**config.mk**
```make
export PLATFORM = sky130hd
export DESIGN_NAME = ddr3_avl_arbiter
export DESIGN_NICKNAME = d
export VERILOG_FILES = /design/src/rtl/ddr3_arb_pkg.sv /design/src/rtl/simple_fifo_fwft.sv /design/src/rtl/ddr3_avl_arbiter.sv
export SDC_FILE = /design/constraint.sdc
export NUM_CORES = 1
export LEC_CHECK = 0
export CAP_MARGIN = 25
export CORE_AREA = 2 2 339 341
export DETAILED_ROUTE_END_ITERATION = 16
export DIE_AREA = 0 0 341 343
export GPL_TIMING_DRIVEN = 0
export HOLD_SLACK_MARGIN = 0.1
export SLEW_MARGIN = 20
export SYNTH_ARGS = -nofsm -noshare
export SYNTH_HDL_FRONTEND = slang
export SYNTH_SLANG_ARGS = --single-unit
```
**constraint.sdc**
```tcl
create_clock -name sodimm1_ddr3_avl_clk -period 7 [get_ports sodimm1_ddr3_avl_clk]
set_input_delay 1.4 -clock sodimm1_ddr3_avl_clk [delete_from_list [all_inputs] [get_ports sodimm1_ddr3_avl_clk]]
set_output_delay 1.4 -clock sodimm1_ddr3_avl_clk [all_outputs]
set_load 0.02 [all_outputs]
```
**src/rtl/ddr3_arb_pkg.sv**
```systemverilog
// Shared types and constants for the sodimm1 DDR3 Avalon-MM two-port arbiter.
package ddr3_arb_pkg;
  localparam int unsigned ADDR_W = 26;
  localparam int unsigned DATA_W = 128;
  localparam int unsigned SIZE_W = 3;

  typedef enum logic {
    IDLE     = 1'b0,
    WR_BURST = 1'b1
  } arb_state_e;

  typedef struct packed {
    logic              port;
    logic [SIZE_W-1:0] size;
  } arb_tag_t;

  // A burst length of 0 is treated as a single beat.
  function automatic logic [SIZE_W-1:0] norm_size(input logic [SIZE_W-1:0] s);
    return (s == '0) ? SIZE_W'(1) : s;
  endfunction
endpackage

```
**src/rtl/simple_fifo_fwft.sv**
```systemverilog
// First-word-fall-through FIFO; head is valid combinationally whenever !empty.
module simple_fifo_fwft #(
  parameter int unsigned FIFO_PTR_DEPTH = 4,
  parameter int unsigned DATA_WIDTH     = 8
) (
  input  logic                  clk,
  input  logic                  rst_n,
  input  logic                  push,
  input  logic [DATA_WIDTH-1:0] din,
  input  logic                  pop,
  output logic [DATA_WIDTH-1:0] dout,
  output logic                  empty,
  output logic                  full
);
  localparam int unsigned DEPTH = 1 << FIFO_PTR_DEPTH;
  localparam logic [FIFO_PTR_DEPTH:0] FULL_CNT = {1'b1, {FIFO_PTR_DEPTH{1'b0}}};

  logic [DATA_WIDTH-1:0]     mem_q [DEPTH];
  logic [FIFO_PTR_DEPTH-1:0] wr_ptr_q, rd_ptr_q;
  logic [FIFO_PTR_DEPTH:0]   cnt_q;
  logic                      do_push, do_pop;

  assign empty   = (cnt_q == '0);
  assign full    = (cnt_q == FULL_CNT);
  assign dout    = mem_q[rd_ptr_q];
  assign do_pop  = pop && !empty;
  // A push while full is legal when a pop frees the slot in the same cycle.
  assign do_push = push && (!full || do_pop);

  always_ff @(posedge clk) begin
    if (do_push) mem_q[wr_ptr_q] <= din;
  end

  always_ff @(posedge clk or negedge rst_n) begin
    if (!rst_n) begin
      wr_ptr_q <= '0;
      rd_ptr_q <= '0;
      cnt_q    <= '0;
    end else begin
      if (do_push) wr_ptr_q <= wr_ptr_q + FIFO_PTR_DEPTH'(1);
      if (do_pop)  rd_ptr_q <= rd_ptr_q + FIFO_PTR_DEPTH'(1);
      if (do_push && !do_pop)      cnt_q <= cnt_q + (FIFO_PTR_DEPTH + 1)'(1);
      else if (do_pop && !do_push) cnt_q <= cnt_q - (FIFO_PTR_DEPTH + 1)'(1);
    end
  end
endmodule

```
**src/rtl/ddr3_avl_arbiter.sv**
```systemverilog
// Two-port burst arbiter onto the sodimm1 DDR3 Avalon-MM port with read-return steering.
// Optional macro DDR3_ARB_ROUND_ROBIN_EN selects round-robin instead of port-0 priority.
module ddr3_avl_arbiter
  import ddr3_arb_pkg::*;
#(
  parameter int unsigned TAG_PTR_DEPTH = 4
) (
  input  logic              sodimm1_ddr3_avl_clk,
  input  logic              sodimm1_ddr3_avl_reset_n,
  input  logic              m0_req,
  input  logic              m0_write,
  input  logic [ADDR_W-1:0] m0_addr,
  input  logic [SIZE_W-1:0] m0_size,
  input  logic [DATA_W-1:0] m0_wdata,
  output logic              m0_ready,
  output logic              m0_wdata_ack,
  output logic              m0_rdata_valid,
  output logic [DATA_W-1:0] m0_rdata,
  input  logic              m1_req,
  input  logic              m1_write,
  input  logic [ADDR_W-1:0] m1_addr,
  input  logic [SIZE_W-1:0] m1_size,
  input  logic [DATA_W-1:0] m1_wdata,
  output logic              m1_ready,
  output logic              m1_wdata_ack,
  output logic              m1_rdata_valid,
  output logic [DATA_W-1:0] m1_rdata,
  input  logic              avl_ready,
  output logic              avl_burstbegin,
  output logic              avl_read_req,
  output logic              avl_write_req,
  output logic [ADDR_W-1:0] avl_addr,
  output logic [SIZE_W-1:0] avl_size,
  output logic [DATA_W-1:0] avl_wdata,
  input  logic              avl_rdata_valid,
  input  logic [DATA_W-1:0] avl_rdata,
  output logic              err_spurious_rdata
);
  arb_state_e        state_q, state_d;
  logic              owner_q, owner_d;
  logic [SIZE_W-1:0] remaining_q, remaining_d;
  logic [SIZE_W-1:0] beat_q, beat_d;
  logic              err_q, err_d;

  logic [1:0]        elig, ready_v, ack_v, rv_v;
  logic              win, gnt_vld;
  logic              sel_write;
  logic [ADDR_W-1:0] sel_addr;
  logic [SIZE_W-1:0] sel_size_n;
  logic [DATA_W-1:0] sel_wdata;
  logic              tag_push, tag_pop, tag_empty, tag_full;
  arb_tag_t          tag_in, tag_head;

  assign elig[0]    = m0_req && (m0_write || !tag_full);
  assign elig[1]    = m1_req && (m1_write || !tag_full);
  assign gnt_vld    = |elig;
  assign sel_write  = win ? m1_write : m0_write;
  assign sel_addr   = win ? m1_addr : m0_addr;
  assign sel_size_n = norm_size(win ? m1_size : m0_size);
  assign sel_wdata  = win ? m1_wdata : m0_wdata;

`ifdef DDR3_ARB_ROUND_ROBIN_EN
  logic rr_q;
  assign win = elig[rr_q] ? rr_q : ~rr_q;

  always_ff @(posedge sodimm1_ddr3_avl_clk or negedge sodimm1_ddr3_avl_reset_n) begin
    if (!sodimm1_ddr3_avl_reset_n)                        rr_q <= 1'b0;
    else if (state_q == IDLE && gnt_vld && avl_ready)     rr_q <= ~rr_q;
  end
`else
  assign win = ~elig[0];
`endif

  always_comb begin
    state_d        = state_q;
    owner_d        = owner_q;
    remaining_d    = remaining_q;
    ready_v        = '0;
    ack_v          = '0;
    tag_push       = 1'b0;
    tag_in         = '0;
    avl_burstbegin = 1'b0;
    avl_read_req   = 1'b0;
    avl_write_req  = 1'b0;
    avl_addr       = '0;
    avl_size       = '0;
    avl_wdata      = '0;
    case (state_q)
      IDLE: begin
        if (gnt_vld) begin
          avl_burstbegin = 1'b1;
          avl_addr       = sel_addr;
          avl_size       = sel_size_n;
          if (sel_write) begin
            avl_write_req = 1'b1;
            avl_wdata     = sel_wdata;
          end else begin
            avl_read_req = 1'b1;
          end
          if (avl_ready) begin
            ready_v[win] = 1'b1;
            if (sel_write) begin
              ack_v[win] = 1'b1;
              if (sel_size_n > SIZE_W'(1)) begin
                state_d     = WR_BURST;
                owner_d     = win;
                remaining_d = sel_size_n - SIZE_W'(1);
              end
            end else begin
              tag_push    = 1'b1;
              tag_in.port = win;
              tag_in.size = sel_size_n;
            end
          end
        end
      end
      WR_BURST: begin
        avl_write_req = 1'b1;
        avl_wdata     = owner_q ? m1_wdata : m0_wdata;
        if (avl_ready) begin
          ack_v[owner_q] = 1'b1;
          remaining_d    = remaining_q - SIZE_W'(1);
          if (remaining_q == SIZE_W'(1)) state_d = IDLE;
        end
      end
      default: state_d = IDLE;
    endcase
  end

  // Read return: the FIFO head names the owner of the beat in flight.
  always_comb begin
    rv_v    = '0;
    tag_pop = 1'b0;
    beat_d  = beat_q;
    err_d   = err_q;
    if (avl_rdata_valid) begin
      if (tag_empty) begin
        err_d = 1'b1;
      end else begin
        rv_v[tag_head.port] = 1'b1;
        if (beat_q + SIZE_W'(1) == tag_head.size) begin
          tag_pop = 1'b1;
          beat_d  = '0;
        end else begin
          beat_d = beat_q + SIZE_W'(1);
        end
      end
    end
  end

  always_ff @(posedge sodimm1_ddr3_avl_clk or negedge sodimm1_ddr3_avl_reset_n) begin
    if (!sodimm1_ddr3_avl_reset_n) begin
      state_q     <= IDLE;
      owner_q     <= 1'b0;
      remaining_q <= '0;
      beat_q      <= '0;
      err_q       <= 1'b0;
    end else begin
      state_q     <= state_d;
      owner_q     <= owner_d;
      remaining_q <= remaining_d;
      beat_q      <= beat_d;
      err_q       <= err_d;
    end
  end

  simple_fifo_fwft #(
    .FIFO_PTR_DEPTH (TAG_PTR_DEPTH),
    .DATA_WIDTH     ($bits(arb_tag_t))
  ) u_tag_fifo (
    .clk   (sodimm1_ddr3_avl_clk),
    .rst_n (sodimm1_ddr3_avl_reset_n),
    .push  (tag_push),
    .din   (tag_in),
    .pop   (tag_pop),
    .dout  (tag_head),
    .empty (tag_empty),
    .full  (tag_full)
  );

  assign m0_ready           = ready_v[0];
  assign m1_ready           = ready_v[1];
  assign m0_wdata_ack       = ack_v[0];
  assign m1_wdata_ack       = ack_v[1];
  assign m0_rdata_valid     = rv_v[0];
  assign m1_rdata_valid     = rv_v[1];
  assign m0_rdata           = avl_rdata;
  assign m1_rdata           = avl_rdata;
  assign err_spurious_rdata = err_q;
endmodule

```
==> results of run 1 <==
-- kinds of logic (layout without fill, tap and decap cells) --
kind of cell / Yosys count / after routing
buffers and inverters: 362 / 1124
AOI/OAI and AO/OA: 318 / 318
muxes: 159 / 159
and+or+nand+nor: 135 / 135
DFF: 86 / 86
xor gates and xnor gates: 15 / 15
adders and majority gates: 14 / 14
other: 0 / 8
-- cells in the mapped netlist (2+ instances only) --
cell      instances
buf_4           260
inv_2             2
mux2i_1         139
dfrtp_1          22
nand3_1           4
o31ai_1           4
a22oi_1         128
edfxtp_1         64
a21oi_1          30
buf_2            24
buf_1             7
nand2b_1          5
nand4_1           2
nor2b_1           2
inv_1            12
clkbuf_1         54
mux4_1            8
nor3_1           10
ha_1             13
o21ai_0          13
nand2_1          72
mux4_2            9
xor2_1            5
xnor2_1          10
buf_6             2
o22ai_1         129
or4_1             2
a21o_1            5
nor2_1           30
and2_1            3
mux2_2            2
-- flip-flops by register name, summed over array words and instances (netlist names) --
| name | count |
|---|---|
| beat_q | 3 |
| state_q | 1 |
| u_tag_fifo.cnt_q | 5 |
| u_tag_fifo.mem_q | 64 |
| u_tag_fifo.wr_ptr_q | 4 |
| err_spurious_rdata | 1 |
| owner_q | 1 |
| u_tag_fifo.rd_ptr_q | 4 |
| remaining_q | 3 |
-- final timing paths --
check | endpoint | slack, ns | cells past startpoint
worst max-delay path | avl_wdata[120] | 0.40 | 7
worst min-delay path | beat_q[1]$_DFFE_PN0P_ | 0.49 | 2
worst max register to register | u_tag_fifo.cnt_q[4]$_DFFE_PN0P_ | 2.78 | 15
worst min register to register | beat_q[1]$_DFFE_PN0P_ | 0.49 | 2
max in group asynchronous | u_tag_fifo.cnt_q[3]$_DFFE_PN0P_ | 5.54 | 1
min in group asynchronous | beat_q[1]$_DFFE_PN0P_ | 1.06 | 1
-- power groups by stage --
stage | Combinational (mW) | Clock [mW] | Sequential (mW)
CTS | 4.17 | 0.522 | 0.694
finish | 4.13 | 0.509 | 0.693
floorplan | 2.20 | 0 | 0.681
global route | 4.39 | 0.542 | 0.702
global placement | 4.14 | 0 | 0.701
detailed placement | 4.14 | 0 | 0.703
-- per-stage QoR --
| step | worst slack, ns | util [%] | power (mW) |
|---|---|---|---|
| 2_1_floorplan | 2.77 | - | 2.88 |
| 3_3_place_gp | -0.393 | 16.8 | 4.85 |
| 3_5_place_dp | 0.284 | 16.8 | 4.84 |
| 4_1_cts | 0.266 | 17.1 | 5.39 |
| 5_1_grt | 0.175 | 17.2 | 5.63 |
| 6_report | 0.397 | 17.2 | 5.33 |
-- metal layers --
| metal | track usage (%) | part of all wire (%) |
|---|---|---|
| met3 | 5.67 | 12 |
| met1 | 15.8 | 43 |
| met4 | 1.69 | 0.95 |
| met2 | 18.9 | 44 |
| met5 | 0 | 0.23 |
-- layout make-up --
| class | instances | area (sq um) |
|---|---|---|
| multi-input combinational | 641 | 4890 |
| timing repair buffer | 746 | 7460 |
| clock buffer | 9 | 225 |
| fill | 12702 | 94000 |
| clock inverter | 7 | 97.6 |
| antenna | 8 | 20.0 |
| buffer | 348 | 2350 |
| tap | 1512 | 1890 |
| inverter | 14 | 52.6 |
| sequential | 86 | 2470 |
-- critical path: cells and delay by family --
family | cells | cell delay [ns]
compound gates | 3 | 1.32
buf+inv | 4 | 2.44
==> flow_summary.json, run 1 <==
{
  "mostFrequentLayoutCells": "clkdlybuf4s50_1 (742), buf_4 (261), mux2i_1 (139), o22ai_1 (129), a22oi_1 (128)",
  "p_seq_share_pct": 13.0,
  "hold_buffers": 0,
  "worstPathArrival_ns": 5.20,
  "period_needed_ns": 6.60,
  "worst_pin_slew_ns": 0.980,
  "grt_pass1_vias": 11149,
  "pin_count": 873,
  "r2r_start": "u_tag_fifo.cnt_q[1]$_DFFE_PN0P_",
  "yosys.area_share.simple_pct": 5.97,
  "final_common_cell": "clkdlybuf4s50_1",
  "antenna_found_initial": 40,
  "synth_compound_area_share_pct": 22.0,
  "setup_tns_ns": 0,
  "ys_seq_elements": 86,
  "final_area_sq_um": 19500,
  "netlist_instances": 1089,
  "swShare_pct": 49.1,
  "cpPeakStageDelay_ns": 0.72,
  "status": "finished clean",
  "irDropWorstVdd_mv": 0.176,
  "syn_nets": 1553,
  "syn_avg_cell_area_sq_um": 8.95,
  "cp_slowest_cell": "clkbuf_1",
  "synthXorXnorAreaFrac_pct": 1.35,
  "fmax_mhz": 151,
  "ys_seq_area_share_pct": 25.4,
  "synthAdderAreaFrac_pct": 1.87,
  "drive_gt1_share_pct": 18.0,
  "drc_errors": 0,
  "yosys.area.top_type": "buf_4",
  "synth_top_family_by_area": "buffers and inverters",
  "cpMostUsedCell": "clkdlybuf4s50_1",
  "cts_setup_buffers": 0,
  "yosys_warnings": 0,
  "clk_pin_slew_worst_paths_ns": 0.06,
  "placed_area_sq_um": 19100,
  "netlist.area_leader.share_pct": 20.0,
  "p_clk_share_pct": 9.6,
  "path_cells": "clkdlybuf4s50_1 > o31ai_1 > a21o_1 > clkbuf_1 > buf_2 > o22ai_1 > clkdlybuf4s50_1",
  "die-area_sq_um": 117000,
  "crit_path_start": "m1_write",
  "synth_area_sq_um": 9750,
  "cts.sinks": 86,
  "area_delta_synth_final_pct": 99.6,
  "min_from": "beat_q[1]$_DFFE_PN0P_",
  "gp_congestion": 0.878,
  "combPwrFrac_pct": 77.4,
  "grt_pass1_wl_mm": 97.7,
  "fin_cells": 3371,
  "crit_type": "in2out",
  "vias": 11646,
  "placed_cells": 3346,
  "grt-ovfl-total": 0,
  "cp-end-kind": "output pin",
  "cap_violations": 0,
  "root_buffer": "clkbuf_16",
  "internal_power_mw": 2.71,
  "cts_resized": 0,
  "worstSkewPairLatency_ns": 0.34,
  "synth_ff_type": "edfxtp_1",
  "power_density_nw_per_um2": 274,
  "crit_path_start_kind": "input pin",
  "finalMaxSlewViolations": 0,
  "hold_class": "reg2reg",
  "antenna_left": 0,
  "leakagePower_nw": 7.10,
  "core_area_sq_um": 113000,
  "wire_per_inst_microns": 23.0,
  "hold_viol": 0,
  "hold_slack_ns": 0.491,
  "finalSetupViolCount": 0,
  "rows": 124,
  "die_w_microns": 341,
  "skew_ns": 0.00709,
  "cts_tree": "yes",
  "cp_max_fo": 10,
  "gr-usage-all-layers_pct": 12.2,
  "required_ns": 5.60,
  "synth_cell_type_count": 48,
  "nets": 2310,
  "synth_area_leaders": "buf_4 (20%), edfxtp_1 (20%), mux2i_1 (14%)",
  "h-tree-depth": 3,
  "grt_max_degree": 23,
  "drt_first_iter_violations": 715,
  "firstDrtPassIters": 5,
  "clockBufferDepth": 2,
  "hpwl_mm": 68.7,
  "vias_per_cell": 3.45,
  "grt_setup_unrepaired": "no",
  "async_flop_share_pct": 25.6,
  "synth_edf_count": 64,
  "routed_wl_mm": 77.5,
  "switchingPower_mw": 2.61,
  "start_util_pct": 8.60,
  "period_share_pct": 94.3,
  "die_h_microns": 343,
  "port-buffer-count": 743,
  "synthMuxAreaShare_pct": 18.9,
  "cts_buffers": 9,
  "relSlewSlack_pct": 34.7
}
Power figures use the tool's default switching activity.
==> inputs of run 2 (changes only) <==
--- a/config.mk
+++ b/config.mk
@@ -6,11 +6,14 @@
 export NUM_CORES = 1
 export LEC_CHECK = 0
 export CAP_MARGIN = 25
-export CORE_AREA = 2 2 339 341
+export CELL_PAD_IN_SITES_DETAIL_PLACEMENT = 0
+export CELL_PAD_IN_SITES_GLOBAL_PLACEMENT = 1
+export CORE_AREA = 2 2 344 346
 export DETAILED_ROUTE_END_ITERATION = 16
-export DIE_AREA = 0 0 341 343
+export DIE_AREA = 0 0 346 348
 export GPL_TIMING_DRIVEN = 0
 export HOLD_SLACK_MARGIN = 0.1
+export PLACE_DENSITY_LB_ADDON = 0.1
 export SLEW_MARGIN = 20
 export SYNTH_ARGS = -nofsm -noshare
 export SYNTH_HDL_FRONTEND = slang
==> run 2 against run 1 <==
Routed wire length increased by 6.5%. Largest power group unchanged. Maximum frequency up 1.7%. Sequential share of layout area hardly changed. Critical endpoint is now avl_wdata[97]. Sequential power shrank 1%. Design area grew 0.20%.
==> flow_summary.json, run 2 (synthesis results as in run 1) <==
{
  "status": "finished clean",
  "worstPathArrival_ns": 5.09,
  "irDropWorstVdd_mv": 0.111,
  "cp-end-kind": "output pin",
  "firstDrtPassIters": 4,
  "die_h_microns": 348,
  "hold_viol": 0,
  "relSlewSlack_pct": 32.0,
  "rr_endpoint": "u_tag_fifo.cnt_q[4]$_DFFE_PN0P_",
  "final_common_cell": "clkdlybuf4s50_1",
  "leakagePower_nw": 7.11,
  "largest_reg_flops": 64,
  "cts.sinks": 86,
  "h-tree-depth": 3,
  "pin_count": 873,
  "grt_setup_unrepaired": "no",
  "period_share_pct": 92.7,
  "multi_input_comb_area_sq_um": 4890,
  "crit_type": "in2out",
  "reg.largest.list": "u_tag_fifo.mem_q (64), u_tag_fifo.cnt_q (5)",
  "total_power_mw": 5.34,
  "start_util_pct": 8.33,
  "port-buffer-count": 743,
  "clockBufferDepth": 2,
  "worst_pin_slew_ns": 1.01,
  "grt-ovfl-total": 0,
  "cts_tree": "yes",
  "crit_path_start_kind": "input pin",
  "required_ns": 5.60,
  "grt_pass1_vias": 12009,
  "cts_resized": 0,
  "postLayoutCoreUtil_pct": 16.7,
  "vias_per_cell": 3.43,
  "root_buffer": "clkbuf_16",
  "cp_max_fo": 10,
  "min_from": "err_spurious_rdata$_DFFE_PN0P_",
  "finalSetupViolCount": 0,
  "area_delta_synth_final_pct": 100,
  "core_area_sq_um": 117000,
  "die-area_sq_um": 120000,
  "fmax_mhz": 154,
  "reg2reg_depth": 15,
  "wire_per_inst_microns": 24.3,
  "die_w_microns": 346,
  "rows": 126,
  "worstSkewPairLatency_ns": 0.36,
  "largest-register": "u_tag_fifo.mem_q",
  "cap_violations": 0,
  "clk_pin_slew_worst_paths_ns": 0.07,
  "gp_congestion": 0.748,
  "finalMaxSlewViolations": 0,
  "cts_setup_buffers": 0,
  "period_needed_ns": 6.49,
  "setup_slack_ns": 0.509,
  "worstHoldEndpoint": "err_spurious_rdata$_DFFE_PN0P_",
  "drive_gt1_share_pct": 18.1,
  "vias": 11641,
  "hold_slack_ns": 0.471,
  "gr-usage-all-layers_pct": 12.9,
  "antenna_found_initial": 56,
  "skew_ns": 0.0116,
  "mostFrequentLayoutCells": "clkdlybuf4s50_1 (742), buf_4 (263), mux2i_1 (139), o22ai_1 (129), a22oi_1 (128)",
  "grt_pass1_wl_mm": 108,
  "fillers": 13205,
  "final_area_sq_um": 19500,
  "power_density_nw_per_um2": 274,
  "routed_wl_mm": 82.5,
  "nets": 2312,
  "grt_max_degree": 22,
  "placed_area_sq_um": 19200,
  "crit_path_start": "m0_req",
  "cts_buffers": 9,
  "regArea_sq_um": 2470,
  "antenna_left": 0,
  "drc_errors": 0,
  "dp_slack_ns": 0.305,
  "drt_first_iter_violations": 523,
  "r2r_start": "u_tag_fifo.cnt_q[1]$_DFFE_PN0P_",
  "worstHoldPathCells": 1,
  "hpwl_mm": 71.5,
  "hold_class": "reg2reg",
  "hold_buffers": 0,
  "rrSetupSlack_ns": 2.82
}
## run 2: cell types whose count changed in the layout (fill, tap and decap cells not counted), moves of 2 or more
cell and delta:
diode_2 -3, inv_8 +3, buf_4 +2, bufinv_16 -2, clkbuf_1 +2, clkbuf_2 -2, clkinv_8 +2, clkinvlp_4 -2
## run 2: metal layers
| metal | vias up | GRT usage [%] | part of all wire (%) |
|---|---|---|---|
| met3 | 113 | 4.16 | 7.6 |
| met4 | 30 | 1.97 | 1.6 |
| met1 | 5660 | 14.1 | 37 |
| met5 | - | 0 | 0.22 |
| met2 | 482 | 24.6 | 53 |
| li1 | 5356 | - | - |
## run 2: worst max-delay path: stages
cell and delay [ns]:
clkdlybuf4s50_1 0.61, and2_1 0.21, clkbuf_2 0.50, clkbuf_1 0.61, clkbuf_1 0.59, a22oi_1 0.14, o22ai_1 0.27, clkdlybuf4s50_1 0.73
## run 2: worst max-delay path by stage
stage	cells after the start	to	slack (ns)
floorplan	6	avl_wdata[100]	2.77
global placement	8	avl_wdata[97]	-0.23
detailed placement	8	avl_wdata[97]	0.30
CTS	8	avl_wdata[97]	0.29
global route	8	avl_wdata[97]	0.20
finish	8	avl_wdata[97]	0.51
## run 2: where the power goes
group	total (mW)	leakage, nW	switching (mW)	internal, mW
clock network	0.506	0.152	0.249	0.257
logic	4.15	6.10	2.38	1.77
registers	0.686	0.860	0.0594	0.627
## run 2: final cells by class
type	instances	share of cell area, %
diodes	5	0.0642
plain buffers	348	12.1
clock buffers	9	1.16
clock inverters	7	0.430
inverters	14	0.270
multi-input cells	641	25.1
flip-flops and latches	86	12.7
well taps	1536	9.86
repair buffers	748	38.4
## run 2: per-stage QoR
| stage | std cells | setup TNS, ns |
|---|---|---|
| detailed placement | 3373 | 0 |
| finish | 3394 | 0 |
| floorplan | 1089 | 0 |
| global placement | 3368 | -2.14 |
| CTS | 3389 | 0 |
| global route | 3391 | 0 |
